**src/rtl/rpe_weight_loader_if.sv**
```systemverilog
// Weight stream into the loader and the shift-chain bus out to the column.
// Latency: none (wires only).
// Backpressure: w_in is taken only on cycles where w_in_valid and w_in_ready are both high.
interface rpe_weight_loader_if;
    logic [7:0] w_in;
    logic       w_in_valid;
    logic       w_in_ready;
    logic [4:0] Weight_out;
    logic       Weight_out_valid;

    // Producer of raw weights; also observes the column chain.
    modport master (
        output w_in, w_in_valid,
        input  w_in_ready, Weight_out, Weight_out_valid
    );

    // The loader itself.
    modport slave (
        input  w_in, w_in_valid,
        output w_in_ready, Weight_out, Weight_out_valid
    );
endinterface

```
**src/rtl/rpe_weight_loader.sv**
```systemverilog
// Encodes SIZE raw 8-bit weights into 5-bit RPE codes and shifts them down one systolic column.
// Latency: Weight_out_valid rises the cycle after the last fill handshake; load_done follows SIZE cycles later.
// Backpressure: w_in_ready is high only while filling; input stalls of any length just hold the fill.
module rpe_weight_loader #(
    parameter int SIZE      = 8,
    parameter int CNT_WIDTH = $clog2(SIZE + 1)
) (
    input  logic                 clk,
    input  logic                 rst_n,
    rpe_weight_loader_if.slave   bus,
    output logic                 load_done,
    output logic [CNT_WIDTH-1:0] inexact_cnt
);
    localparam int IDX_W = (SIZE > 1) ? $clog2(SIZE) : 1;

    typedef enum logic [1:0] {S_IDLE, S_FILL, S_SHIFT, S_DONE} state_t;

    state_t               state_q, state_d;
    logic [IDX_W-1:0]     fill_cnt_q, fill_cnt_d;
    logic [IDX_W-1:0]     shift_cnt_q, shift_cnt_d;
    logic [CNT_WIDTH-1:0] inexact_q, inexact_d;
    logic [4:0]           buf_q [SIZE];
    logic [4:0]           wout_q, wout_d;
    logic                 wvld_q, wvld_d;
    logic                 done_q, done_d;
    logic                 rdy;
    logic                 hs;
    logic                 last_fill;
    logic                 last_shift;
    logic [4:0]           enc_code;
    logic                 enc_inexact;
    logic [4:0]           round_m;

    assign hs         = bus.w_in_valid & rdy;
    assign last_fill  = (fill_cnt_q == IDX_W'(SIZE - 1));
    assign last_shift = (shift_cnt_q == IDX_W'(SIZE - 1));
    // Round-to-nearest multiple of 16; bit 4 set means it overflowed past 15.
    assign round_m    = 5'((9'(bus.w_in) + 9'd8) >> 4);

    // Weight encoder: exact multiples of 16, odd small values, else rounded coarse code.
    always_comb begin
        enc_code    = 5'b1_0000;
        enc_inexact = 1'b0;
        if (bus.w_in == 8'd0) begin
            enc_code = 5'b1_0000;
        end else if (bus.w_in[3:0] == 4'd0) begin
            enc_code = {1'b1, bus.w_in[7:4]};
        end else if (bus.w_in < 8'd32) begin
            enc_code    = {1'b0, bus.w_in[4:1]};
            enc_inexact = ~bus.w_in[0];
        end else begin
            enc_inexact = 1'b1;
            enc_code    = round_m[4] ? 5'b1_1111 : {1'b1, round_m[3:0]};
        end
    end

    // State register.
    always_ff @(posedge clk or negedge rst_n) begin
        if (!rst_n) state_q <= S_IDLE;
        else        state_q <= state_d;
    end

    // Next-state logic: IDLE -> FILL -> SHIFT (SIZE cycles) -> DONE -> IDLE.
    always_comb begin
        state_d = state_q;
        case (state_q)
            S_IDLE:  state_d = S_FILL;
            S_FILL:  if (hs && last_fill) state_d = S_SHIFT;
            S_SHIFT: if (last_shift) state_d = S_DONE;
            S_DONE:  state_d = S_IDLE;
            default: state_d = S_IDLE;
        endcase
    end

    // Output and counter next values; the last row bypasses the buffer since it lands on the same edge.
    always_comb begin
        rdy         = (state_q == S_FILL);
        wvld_d      = (state_d == S_SHIFT);
        done_d      = (state_d == S_DONE);
        shift_cnt_d = (state_q == S_SHIFT && state_d == S_SHIFT) ? shift_cnt_q + 1'b1 : '0;
        wout_d      = '0;
        if (state_d == S_SHIFT) begin
            wout_d = (state_q == S_FILL) ? enc_code : buf_q[IDX_W'(SIZE - 1) - shift_cnt_d];
        end
        fill_cnt_d = fill_cnt_q;
        if (state_q != S_FILL)  fill_cnt_d = '0;
        else if (hs)            fill_cnt_d = last_fill ? '0 : fill_cnt_q + 1'b1;
        inexact_d = inexact_q;
        if (state_q == S_IDLE)       inexact_d = '0;
        else if (hs && enc_inexact)  inexact_d = inexact_q + 1'b1;
    end

    // Datapath registers: counters, code buffer and the registered chain outputs.
    always_ff @(posedge clk or negedge rst_n) begin
        if (!rst_n) begin
            fill_cnt_q  <= '0;
            shift_cnt_q <= '0;
            inexact_q   <= '0;
            wout_q      <= '0;
            wvld_q      <= 1'b0;
            done_q      <= 1'b0;
            for (int i = 0; i < SIZE; i++) buf_q[i] <= '0;
        end else begin
            fill_cnt_q  <= fill_cnt_d;
            shift_cnt_q <= shift_cnt_d;
            inexact_q   <= inexact_d;
            wout_q      <= wout_d;
            wvld_q      <= wvld_d;
            done_q      <= done_d;
            if (hs) buf_q[fill_cnt_q] <= enc_code;
        end
    end

    assign bus.w_in_ready       = rdy;
    assign bus.Weight_out       = wout_q;
    assign bus.Weight_out_valid = wvld_q;
    assign load_done            = done_q;
    assign inexact_cnt          = inexact_q;
endmodule

```
**src/flat_wrapper.sv**
```systemverilog
// flat-port wrapper written by rule: the top's interface ports become plain ports
module rpe_weight_loader_flat 
#(
    parameter int SIZE      = 8,
    parameter int CNT_WIDTH = $clog2(SIZE + 1)
)
  (clk, rst_n, load_done, inexact_cnt, bus_w_in, bus_w_in_valid, bus_w_in_ready, bus_Weight_out, bus_Weight_out_valid);
  rpe_weight_loader_if bus_i ();
  input  logic clk;
  input  logic rst_n;
  output logic load_done;
  output logic [CNT_WIDTH-1:0] inexact_cnt;
  input wire logic [$bits(bus_i.w_in)-1:0] bus_w_in;
  input wire logic [$bits(bus_i.w_in_valid)-1:0] bus_w_in_valid;
  output wire logic [$bits(bus_i.w_in_ready)-1:0] bus_w_in_ready;
  output wire logic [$bits(bus_i.Weight_out)-1:0] bus_Weight_out;
  output wire logic [$bits(bus_i.Weight_out_valid)-1:0] bus_Weight_out_valid;
  assign bus_i.w_in = bus_w_in;
  assign bus_i.w_in_valid = bus_w_in_valid;
  assign bus_w_in_ready = bus_i.w_in_ready;
  assign bus_Weight_out = bus_i.Weight_out;
  assign bus_Weight_out_valid = bus_i.Weight_out_valid;
  rpe_weight_loader #(.SIZE(SIZE), .CNT_WIDTH(CNT_WIDTH)) u_core (.clk(clk), .rst_n(rst_n), .bus(bus_i), .load_done(load_done), .inexact_cnt(inexact_cnt));
endmodule
```
**config.mk**
```make
export PLATFORM = sky130hd
export DESIGN_NAME = rpe_weight_loader_flat
export DESIGN_NICKNAME = d
export VERILOG_FILES = /design/src/rtl/rpe_weight_loader_if.sv /design/src/rtl/rpe_weight_loader.sv /design/src/flat_wrapper.sv
export SDC_FILE = /design/constraint.sdc
export NUM_CORES = 1
export LEC_CHECK = 0
export CAP_MARGIN = 20
export CORE_MARGIN = 2
export CORE_UTILIZATION = 47
export CTS_BUF_LIST = sky130_fd_sc_hd__clkbuf_8
export CTS_CLUSTER_SIZE = 20
export DETAILED_ROUTE_END_ITERATION = 8
export HOLD_SLACK_MARGIN = 0.05
export PLACE_DENSITY_LB_ADDON = 0.05
export SYNTH_ARGS = -nofsm -noshare
export SYNTH_HDL_FRONTEND = slang
export SYNTH_SLANG_ARGS = --single-unit
export TNS_END_PERCENT = 30
```
**constraint.sdc**
```tcl
create_clock -name clk -period 2.9 [get_ports clk]
set_input_delay 0.435 -clock clk [delete_from_list [all_inputs] [get_ports clk]]
set_output_delay 0.435 -clock clk [all_outputs]
set_load 0.05 [all_outputs]
```
== Word-level counts from Yosys, hierarchy flattened ==
Index checks and enable logic that the tools add are counted.
Storage, ports and cells
  flip-flop bits (word level): 59
  latch bits: 0
  memory bits (writable): 0
  bits in read-only memories: 0
  bits of input ports: 11
  output and inout bits: 12
  word-level logic and storage cells: 69
  memories kept: 0
Cells by class
  add/sub/neg operators: 5
  multiply operators: 0
  divide/modulo/power cells: 0
  order comparisons: 4
  eq/ne operators: 8
  shift-type cells: 0
  muxes and demuxes: 24
  bitwise logic cells: 4
  reduce and logical (&&, ||, !) cells: 9
Operators by type and width (number)
  bitwise mux 40 bit: 1
  2-to-1 mux 5 bit: 8
  binary-select mux 5 bit (select 3 bit): 1
  demux 5 bit (select 3 bit): 1
  2-to-1 mux 3 bit: 4
  2-to-1 mux 4 bit: 3
  adder 8 x 4 -> 9 bit (second input constant): 1
  == test 2 bit (second input constant): 4
  >= comparator 4 bit (second input constant): 2
  zero test 8 bit: 1
  < comparator 8 x 6 -> 1 bit (second input constant): 1
  NOT 3 -> 4 bit: 2
  one-hot mux 2 bit (4 select lines): 1
  adder 3 x 1 -> 3 bit (second input constant): 2
  == test 3 bit (second input constant): 2
  adder 4 x 1 -> 4 bit (second input constant): 1
  logical AND 1 bit: 4
  zero test 4 bit: 1
  < comparator 4 x 1 -> 1 bit (second input constant): 1
  2-to-1 mux 2 bit: 2
  nonzero test 2 bit: 2
  2-to-1 mux 1 bit: 3
  subtractor 3 bit (first input constant): 1
  == test 2 x 1 -> 1 bit (second input constant): 1
  other kinds (4): 4

== Longest topological paths before layout ==
  depth in word-level cells: 15
  gate-level depth with buffers: 8
  depth with buffers taken out: 7

== Worst setup path after synthesis ==
No wires, ideal clock.
  kind: reg2reg
  from: reg u_core.shift_cnt_q[0]
  to: reg u_core.wout_q[0], in the netlist u_core.bus.Weight_out[0]
  setup time: 0.144 ns
  arrival: 1.846 ns
  data required time: 2.756 ns
  setup slack: 0.910 ns
  cell stages (with the launch flop): 8
  buffers on the path: 0
  clock period less this slack: 1.990 ns
  path through: dfrtp_1 > ha_1 > ha_1 > or3b_4 > or3_1 > a21oi_1 > o311a_1 > a211oi_1
On the way
  longest elaborated chain between the ends: 13
  elaborated cells on any way between the ends: 14
  those cells by class: add/sub (2); eq/ne (2); mux (8); bitwise (1); reduce/logical (1)
RTL lines
  start: declaration: line rpe_weight_loader.sv:20  | logic [IDX_W-1:0] shift_cnt_q, shift_cnt_d;
  start signal: assignment: line rpe_weight_loader.sv:105  | shift_cnt_q <= shift_cnt_d;
  == test 3 bit: line rpe_weight_loader.sv:36  | assign last_shift = (shift_cnt_q == IDX_W'(SIZE - 1));
  2-to-1 mux 2 bit: line rpe_weight_loader.sv:69  | S_SHIFT: if (last_shift) state_d = S_DONE;
  one-hot mux 2 bit (4 select lines): line rpe_weight_loader.sv:66  | case (state_q)
  == test 2 bit: line rpe_weight_loader.sv:80, rpe_weight_loader.sv:82
  logical AND 1 bit: line rpe_weight_loader.sv:80  | shift_cnt_d = (state_q == S_SHIFT && state_d == S_SHIFT) ? shift_cnt_q + 1'b1 : '0;
  2-to-1 mux 3 bit: line rpe_weight_loader.sv:80
  subtractor 3 bit: line rpe_weight_loader.sv:83  | wout_d = (state_q == S_FILL) ? enc_code : buf_q[IDX_W'(SIZE - 1) - shift_cnt_d];
  NOT 3 -> 4 bit (implied by the code): line rpe_weight_loader.sv:83
  binary-select mux 5 bit (select 3 bit): line rpe_weight_loader.sv:83
  2-to-1 mux 5 bit (implied by the code) (2 in a row): line rpe_weight_loader.sv:83
  2-to-1 mux 5 bit: line rpe_weight_loader.sv:83
  2-to-1 mux 5 bit *: line rpe_weight_loader.sv:82  | if (state_d == S_SHIFT) begin
  net u_core.wout_d[0]: line rpe_weight_loader.sv:23  | logic [4:0] wout_q, wout_d;
  end signal: assignment: line rpe_weight_loader.sv:107  | wout_q <= wout_d;
  end: declaration: line rpe_weight_loader.sv:23
Mark *: on every way through the listed nets, which the timed path passes. The rest lies on a longest branch. The select of a mux whose other input is x is not followed.
A chain may end at the register's enable or synchronous reset.

== Final worst setup path ==
  from: reg u_core.state_q[0]
  to: out bus_w_in_ready
On the way
  longest elaborated chain between the ends: 1
RTL lines
  start: declaration: line rpe_weight_loader.sv:18  | state_t state_q, state_d;
  start signal: assignment: line rpe_weight_loader.sv:60  | else state_q <= state_d;
  == test 2 x 1 -> 1 bit: line rpe_weight_loader.sv:77  | rdy = (state_q == S_FILL);
  end: declaration: line flat_wrapper.sv:15  | output wire logic [$bits(bus_i.w_in_ready)-1:0] bus_w_in_ready;
No other way between the ends.

==> impl_metrics.csv <==
group,metric,value,unit
timing,hold_violations,0,
run,max_cap_viol_count,0,
timing,period_share,0.860,
detailed_routing,dr_total_vias,2127,
synthesis,synth_cells,265,
timing,min_period,2490,ps
clock_network,numCtsBuffers,9,
clock_network,cts_sinks,59,
critical_path,cp.required,2470,ps
timing,worstMarginPinSlew,752,ps
synthesis,async_flop_share,1.00,
layout,fin_util,0.555,
critical_path,max_stage_delay,810,ps
clock_network,post_cts_buffers,0,
timing,fmax,0.401,GHz
timing,rsz0062_at_grt,"no",
grt,antenna_found_initial,0,
layout,diodes,0,
synthesis,yosysSeqAreaShare,0.495,
detailed_routing,wl_per_cell,16.7,um
detailed_routing,drt-initial-drc-count,85,
critical_path,crit_path_end_kind,"primary output",
clock_network,worst_skew_pair.late_latency,330,ps
detailed_routing,vias_per_cell,5.69,
clock_network,clockRootBuffer,"clkbuf_8",
synthesis,synth_area_per_cell,11.2,um2
grt,global_route.overflow_total,0,
synthesis,synth_flop_cell,"dfrtp_1",
layout,design_area,0.00346,mm2
timing,slew-limit-headroom,0.499,
critical_path,r2r_slack,690,ps
critical_path,cpMaxStageDelayCell,"clkdlybuf4s50_1",
critical_path,crit_type,"reg2out",
layout,area_delta_synth_final,16.1,%
layout,multi_input_area,0.00139,mm2
clock_network,clock_path_buffers,2,
critical_path,reg2regPathDepth,7,
grt,gr-usage-all-layers,0.197,
timing,drv_slew,0,
clock_network,cts.repair.resized,0,
power,power.leakage,1.47,nW
die,start_util,0.478,
die,pin_count,23,
clock_network,cts_tree,"yes",
die,num_rows,29,
placed_design,gp_congestion,0.805,
run_status,status,"finished, final reports clean",
grt,grt_max_degree,60,
die,die_w,83.6,um
synthesis,synth_seq_cells,59,
critical_path,rr_endpoint,"u_core.bus.Weight_out[0]$_DFF_PN0_",
die,coreArea,0.00624,mm2
placed_design,post-place-cells,358,
die,die_h,83.6,um
grt,grt_pass1_wl,10800,um
placed_design,dpl_cell_area,0.00327,mm2
worst_hold_path,min-delay-path-class,"in2async",
placed_design,hpwl,4280,um
timing,worst_clock_skew,9.17,ps
synthesis,yosysWarnings,0,
layout,seqCellArea,0.00148,mm2
critical_path,start_kind,"flop",
detailed_routing,finalWirelength,6250,um
placed_design,io_buffers,22,
critical_path,r2r_start,"u_core.shift_cnt_q[0]$_DFF_PN0_",
power,ir_drop,0.000486,V
layout,drive_gt1_frac,0.222,
detailed_routing,final_antenna_net_count,0,
power,p_per_area,899,mW/mm2
synthesis,synth_area,0.00298,mm2
grt,grt_pass1_vias,2078,
placed_design,post-place-ws,371,ps
timing,setup_violations,0,
layout,n_fill_cell,541,
die,die_area,0.00699,mm2
critical_path,path_cells,"nand2b_4, clkinv_2, clkdlybuf4s50_1",
clock_network,cts_max_level,3,
synthesis,syn_nets,282,
layout,nNetsFinal,309,
detailed_routing,first_pass_iters,4,
clock_network,clkSlewWorstSetupHoldPaths,70,ps
timing,setup_slack,405,ps
clock_network,hold_buffers,0,
critical_path,critPathMaxFanout,11,
synthesis,synthDistinctLibCells,47,
layout,final_cells,374,
timing,setup_tns,0,ps
synthesis,synth_edf_count,0,
detailed_routing,post-route-drc-count,0,
critical_path,crit_arrival,2060,ps
## kinds of logic after synthesis
logic type	after synthesis	synth area share
XOR/XNOR	3	0.00882
AND/OR/NAND/NOR	88	0.170
multiplexers	37	0.155
AO/OA/AOI/OAI	52	0.107
buffers and inverters	20	0.0390
flip-flops	59	0.495
adder cells (fa/ha/maj)	6	0.0252
## final cells by class
type                    count  area share
clock buffers              10      0.0398
clock inverters             6      0.0163
inverters                   4     0.00470
multi-input cells         186       0.401
flip-flops and latches     59       0.427
well taps                  77      0.0278
repair buffers             32      0.0839
## power by group
| group | switching, mW | internal (mW) | total [mW] |
|---|---|---|---|
| sequential | 0.222 | 1.16 | 1.38 |
| combinational | 0.510 | 0.485 | 0.995 |
| clock | 0.321 | 0.412 | 0.733 |
| total | 1.05 | 2.06 | 3.11 |
## sequential cells by signal, summed over array words and instances, names as in the netlist
name / cells
u_core.buf_q: 40
u_core.bus.Weight_out: 5
u_core.inexact_cnt: 4
u_core.fill_cnt_q: 3
u_core.shift_cnt_q: 3
u_core.state_q: 2
u_core.bus.Weight_out_valid: 1
u_core.load_done: 1
## synth_stat cells (4+ instances only)
master / number / share of area
mux2i_1: 9 / 0.030
mux2_2: 23 / 0.087
o21ai_0: 10 / 0.017
or3_1: 4 / 0.0084
buf_2: 6 / 0.010
nand2_1: 16 / 0.020
a211oi_1: 5 / 0.013
a21oi_1: 24 / 0.040
nor2_1: 32 / 0.040
nand2b_1: 7 / 0.015
nor3_1: 4 / 0.0067
dfrtp_1: 59 / 0.50
ha_1: 6 / 0.025
mux4_2: 5 / 0.038
## worst max path at each step
stage                                               start                            endpoint  slack [ps]  cells past startpoint
after floorplan           u_core.shift_cnt_q[0]$_DFF_PN0_  u_core.bus.Weight_out[0]$_DFF_PN0_         910                      7
after global placement                        bus_w_in[6]        u_core.buf_q[35]$_DFFE_PN0P_         400                      6
after detailed placement                      bus_w_in[6]        u_core.buf_q[25]$_DFFE_PN0P_         370                      6
after CTS                     u_core.state_q[0]$_DFF_PN0_                      bus_w_in_ready         390                      3
after global routing          u_core.state_q[0]$_DFF_PN0_                      bus_w_in_ready         320                      3
final                         u_core.state_q[0]$_DFF_PN0_                      bus_w_in_ready         410                      3
## critical path: cells and delay by family, from the launching register on
family | cells | cell delay, ps
AND/OR/NAND/NOR | 1 | 190
flip-flops | 1 | 580
buffers and inverters | 2 | 950
## cell usage in the layout (no fill, tap or decap), drive strengths merged, types with 3 or more instances in the layout
cell type / instances
nand4: 3
inv: 4
mux2: 23
nand2: 16
o21ai: 11
clkdlybuf4s50: 21
nor3b: 3
a21oi: 24
nand2b: 8
nor3: 4
clkbuf: 10
ha: 6
nand3: 4
or3: 5
clkinv: 4
buf: 11
o22a: 3
a211oi: 5
and2: 3
dfrtp: 59
mux4: 5
nor2: 32
mux2i: 9
## metrics by stage
stage          hold WS, ps  total power, mW
3_5_place_dp           465             2.40
5_1_grt                329             3.33
6_report               248             3.11
3_3_place_gp           458             2.38
2_1_floorplan          139             2.10
4_1_cts                283             3.14
## metal layers
metal  routed length, um  global-route usage
met3                 250              0.0435
met5                   0                   0
met2                2950               0.308
met4                  39              0.0543
met1                3010               0.278
Note: power is estimated with default switching activity, not from simulation.
